**config.mk**
```make
export PLATFORM = sky130hd
export DESIGN_NAME = cpu_result_port
export DESIGN_NICKNAME = d
export VERILOG_FILES = /design/src/rtl/cpu_result_port.sv
export SDC_FILE = /design/constraint.sdc
export NUM_CORES = 1
export LEC_CHECK = 0
export CORE_MARGIN = 3
export CORE_UTILIZATION = 30
export CTS_CLUSTER_DIAMETER = 50
export CTS_CLUSTER_SIZE = 14
export DETAILED_ROUTE_END_ITERATION = 12
export GPL_TIMING_DRIVEN = 0
export PLACE_DENSITY = 0.45
export RECOVER_POWER = 100
export SLEW_MARGIN = 0
export SYNTH_ARGS = -nofsm -noshare
export SYNTH_HDL_FRONTEND = slang
export SYNTH_SLANG_ARGS = --single-unit
```
**constraint.sdc**
```tcl
create_clock -name clk -period 3.5 [get_ports clk]
set_clock_uncertainty 0.05 [all_clocks]
set_input_delay 0.525 -clock clk [delete_from_list [all_inputs] [get_ports clk]]
set_output_delay 0.525 -clock clk [all_outputs]
set_load 0.05 [all_outputs]
```
**src/rtl/cpu_result_port.sv**
```systemverilog
// Result-bus pin port: live snapshot with lane select, or FIFO-backed beat
// serializer with valid/ready handshake and sticky overflow.
//
// state  | meaning
// S_IDLE | serializer empty, waiting for a FIFO entry
// S_SEND | presenting beats of the held word, LSB lane first
module cpu_result_port #(
   parameter int DATA_W = 32,
   parameter int LANE_W = 8,
   parameter int DEPTH  = 4,
   localparam int BEATS = DATA_W / LANE_W,
   localparam int BW    = (BEATS > 1) ? $clog2(BEATS) : 1,
   localparam int LW    = $clog2(DEPTH + 1)
) (
   input  logic              clk,
   input  logic              rst,
   input  logic              mode,
   input  logic [DATA_W-1:0] in_data,
   input  logic              in_valid,
   output logic              in_ready,
   input  logic [BW-1:0]     lane_sel,
   output logic [LANE_W-1:0] lane_data,
   output logic [BW-1:0]     lane_idx,
   output logic              lane_valid,
   input  logic              lane_ready,
   output logic              lane_last,
   output logic [LW-1:0]     level,
   output logic              overflow
);

   localparam int PW = $clog2(DEPTH);
   localparam logic [BW-1:0] LAST_BEAT = BW'(BEATS - 1);
   localparam logic [LW-1:0] FULL_LVL  = LW'(DEPTH);

   typedef enum logic {S_IDLE, S_SEND} ser_state_t;

   ser_state_t        state, state_nx;
   logic              mode_q;
   logic              flush, run, full, empty;
   logic              push, pop, drop, live_acc, beat_done;
   logic [DATA_W-1:0] mem [DEPTH];
   logic [PW-1:0]     wr_ptr, rd_ptr;
   logic [DATA_W-1:0] ser_word, snapshot;
   logic [DATA_W-1:0] ser_sh, snap_sh;
   logic [BW-1:0]     beat;
   logic              snap_valid;

   assign flush     = (mode != mode_q);
   assign run       = mode_q && !flush;
   assign full      = (level == FULL_LVL);
   assign empty     = (level == '0);
   assign in_ready  = !flush && (!mode_q || !full);
   assign push      = run && in_valid && !full;
   assign drop      = run && in_valid && full;
   assign live_acc  = !mode_q && !flush && in_valid;
   assign beat_done = (state == S_SEND) && lane_ready;
   assign ser_sh    = ser_word >> (int'(beat) * LANE_W);
   assign snap_sh   = snapshot >> (int'(lane_sel) * LANE_W);

   always_ff @(posedge clk) begin
      if (rst) state <= S_IDLE;
      else     state <= state_nx;
   end

   always_comb begin
      state_nx   = state;
      pop        = 1'b0;
      lane_valid = 1'b0;
      lane_data  = '0;
      lane_idx   = '0;
      lane_last  = 1'b0;
      unique case (state)
         S_IDLE: begin
            if (run && !empty) begin
               pop      = 1'b1;
               state_nx = S_SEND;
            end
         end
         S_SEND: begin
            if (beat_done && beat == LAST_BEAT) begin
               if (run && !empty) pop = 1'b1;
               else               state_nx = S_IDLE;
            end
         end
         default: state_nx = S_IDLE;
      endcase
      if (flush) state_nx = S_IDLE;

      if (!mode_q) begin
         lane_valid = snap_valid;
         lane_data  = snap_sh[LANE_W-1:0];
         lane_idx   = lane_sel;
         lane_last  = (lane_sel == LAST_BEAT);
      end else if (state == S_SEND) begin
         lane_valid = 1'b1;
         lane_data  = ser_sh[LANE_W-1:0];
         lane_idx   = beat;
         lane_last  = (beat == LAST_BEAT);
      end
   end

   // mode is tracked through reset so leaving reset never looks like a flush
   always_ff @(posedge clk) mode_q <= mode;

   always_ff @(posedge clk) begin
      if (push) mem[wr_ptr] <= in_data;
   end

   always_ff @(posedge clk) begin
      if (rst) begin
         wr_ptr     <= '0;
         rd_ptr     <= '0;
         level      <= '0;
         beat       <= '0;
         ser_word   <= '0;
         snapshot   <= '0;
         snap_valid <= 1'b0;
         overflow   <= 1'b0;
      end else if (flush) begin
         wr_ptr     <= '0;
         rd_ptr     <= '0;
         level      <= '0;
         beat       <= '0;
         ser_word   <= '0;
         snap_valid <= 1'b0;
         overflow   <= 1'b0;
      end else begin
         if (push) wr_ptr <= wr_ptr + 1'b1;
         if (pop) begin
            ser_word <= mem[rd_ptr];
            rd_ptr   <= rd_ptr + 1'b1;
            beat     <= '0;
         end else if (beat_done) begin
            beat <= (beat == LAST_BEAT) ? '0 : beat + 1'b1;
         end
         level <= level + LW'(push) - LW'(pop);
         if (drop) overflow <= 1'b1;
         if (live_acc) begin
            snapshot   <= in_data;
            snap_valid <= 1'b1;
         end
      end
   end

endmodule

```
==> results of run 1 <==
routing by layer:
| metal | global-route usage | vias up |
|---|---|---|
| met4 | 0.02799 | 2 |
| met1 | 0.2122 | 2607 |
| met2 | 0.2388 | 114 |
| li1 | - | 2378 |
| met3 | 0.02505 | 30 |
| met5 | 0 | - |
path summary, 6_finish.rpt:
| path | start | to | slack, ns | cells past startpoint |
|---|---|---|---|---|
| setup / recovery | mode_q | lane_data[4] | 0.14 | 5 |
| hold / removal | snapshot[29] | snapshot[29] | 0.40 | 2 |
| hold reg to reg | snapshot[29] | snapshot[29] | 0.40 | 2 |
| setup reg to reg | level[2] | mem[3][5] | 0.60 | 4 |
stage by stage:
step	instance area (sq um)	setup WS (ns)	setup TNS, ns
after floorplan	8219	0.8109	0
after detailed placement	9274	0.4501	0
after CTS	10100	0.1164	0
final	10090	0.1433	0
after global routing	10090	0.009122	0
after global placement	9159	-0.2288	-25.20
state kept, by name, indices dropped and copies added (netlist names):
name,cells
wr_ptr,2
rd_ptr,2
overflow,1
beat,2
state,1
snapshot,32
ser_word,32
mode_q,1
mem,128
snap_valid,1
level,3
repair_timing:
item / in CTS / in global routing
buffers inserted: 0 / 0
gates resized for setup: 1 / 0
setup endpoints to repair: 1 / 0
hold endpoints to repair: 0 / 0
layout make-up:
class / instances / share of cell area
timing repair buffer: 56 / 0.06238
clock buffer: 32 / 0.06882
multi-input combinational: 325 / 0.2538
sequential: 205 / 0.5337
clock inverter: 14 / 0.01314
tap: 335 / 0.04154
inverter: 11 / 0.004092
buffer: 45 / 0.02245
power by group through the flow:
| stage | Sequential (W) | Combinational, W | Clock, W |
|---|---|---|---|
| floorplan | 0.00265 | 0.000110 | 0 |
| global placement | 0.00265 | 0.000229 | 0 |
| detailed placement | 0.00265 | 0.000236 | 0 |
| CTS | 0.00260 | 0.000236 | 0.00259 |
| global route | 0.00260 | 0.000245 | 0.00269 |
| finish | 0.00260 | 0.000224 | 0.00252 |
Yosys cell counts (2+ instances only):
library cell	count	area (sq um)
buf_2	12	60.06
buf_6	4	45.04
o31ai_1	2	15.01
and2_1	6	37.54
xnor2_1	2	17.52
edfxtp_1	128	3844
nor2_1	6	22.52
a21oi_1	70	350.3
clkbuf_1	25	93.84
nor3b_1	2	15.01
nand2_1	82	307.8
ha_1	9	112.6
o21a_1	2	15.01
dfxtp_1	77	1541
mux4_2	38	855.8
nand3_1	44	220.2
o21ai_0	36	180.2
buf_1	2	7.510
mux4_1	10	262.8
inv_1	10	37.54
worst min-delay path: cells and delay by family (launching register included):
kind / cells / cell delay [ns]
AOI/OAI and AO/OA: 1 / 0.05
DFF: 1 / 0.31
and+or+nand+nor: 1 / 0.05
logic make-up (layout without fill, tap and decap cells):
logic type                 after synthesis  count (layout)  share of synthesized area
DFF                                    205             205                     0.6552
and+or+nand+nor                        146             146                    0.07840
AOI/OAI and AO/OA                      117             117                    0.07627
buffers and inverters                   56             158                    0.03319
muxes                                   50              50                     0.1387
adders and majority gates               10              10                    0.01614
xor gates and xnor gates                 2               2                   0.002132
==> run metrics, run 1 <==
Worst-Margin Slew=1.635 ns; Die Footprint=0.02942 sq mm; cell area after synthesis=0.008219 sq mm; initial antenna violation count=1; min-delay worst type=reg2reg; TritonRoute pass-1 iters=5; RSZ-0062 raised after global routing=false; fin util=0.3807; vias in the first global route=5249; Worst EP required=2.92 ns; ant diodes=0; H-tree depth=1; Lkg Pwr=3.245 nW; 1st-iter DRT viols=326; final cell count without fillers=1023; Tmin final=3.357 ns; relative slew slack=-0.09035; final period utilization=0.9591; post-synth net total=635; Hold-fix buffers, CTS=0; Skew-Pair Late Insertion Delay=0.51 ns; crit start category=flip-flop; Post-synth EDFFs=128; Vias/cell=5.016; FP Rows=59; Async S/R FF share, synth=0; violations in the final reports=capacitance limit, slew limit; Die Ht=171.5 um; HPWL after DPL=15670 um; Max Cap Violations=4; Routed Wire Length=21340 um; Netlist cell types=39; PD cells=529.6 mW/mm^2; Met3 Wirelength=856 um; commonest non-fill, non-tap cells in the layout=128 x edfxtp_1, 82 x nand2_1, 77 x dfxtp_1, 70 x a21oi_1, 44 x nand3_1; Fillers=2522; layout cells sized above 1=0.1468; CTS tree=yes; P_int=0.004125 W; DR vias=5131; CP max-delay cell=clkdlybuf4s50_1; DRC=0; total power=0.005343 W; Mapped Cells=586; endpoints failing setup=0; routability cong.=0.8296; Starting Density=0.3101; Ports=56; Crit. End Element=output port; CP arrival=2.78 ns; CTS max path bufs=3; power share of the sequential group=0.487; Comb power frac=0.042; maximum clock frequency=297.9 MHz; status=finished, violations left; max-slew violations=68; cell family with the largest share of critical-path delay=buffers and inverters; placed insts=977; commonest non-fill, non-tap cell in the layout=edfxtp_1; Yosys warnings=0; first-pass GRT wire length=32550 um; Most common cell on crit path=clkbuf_1; Sink Count=205; ordered cell list for the critical path=clkbuf_1 -> clkbuf_1 -> nand3_1 -> nand2_1 -> clkdlybuf4s50_1; Die X=171.5 um; hold slack final=0.4036 ns; Synth Area per Inst=14.03 sq um; grt ovf=0; metal2 WL=10000 um; Area Growth Syn to Fin=22.76%; sequential fraction of the synthesis area=0.6552; Worst IR Drop VDD=0.0003030 V; sw frac=0.2279; Switching Power=0.001218 W; DRT met1 WL=10100 um; CTS clock-pin slew for the worst setup and hold paths=0.06 ns; nets@finish=718; clock power share=0.471; all-layer global routing usage=0.1477; slowest cell delay on critical path=0.82 ns; Yosys reg bits=205; CP Class=reg2out; DRT antenna net count=0; Primary FF master, synth=edfxtp_1; CORE AREA=0.02650 sq mm; largest net degree at the start of global routing=18; CTS Buf Count=25; CP max FO=10; IO buf count=52; Bufs and invs on worst path=3; wire per inst=20.86 um; uppermost layer routed=met5; Multi-input gate area=0.002561 sq mm; Fin. Hold Viols=0; Seq. cell area=0.005385 sq mm; clock root cell=clkbuf_16
(Power assumes the default switching activity.)
==> run 2, diff against run 1 <==
Settings changed: SLEW_MARGIN 0 to 5.
==> results of run 2 <==
The final DEF is identical to that of run 1; final timing and power are the same.
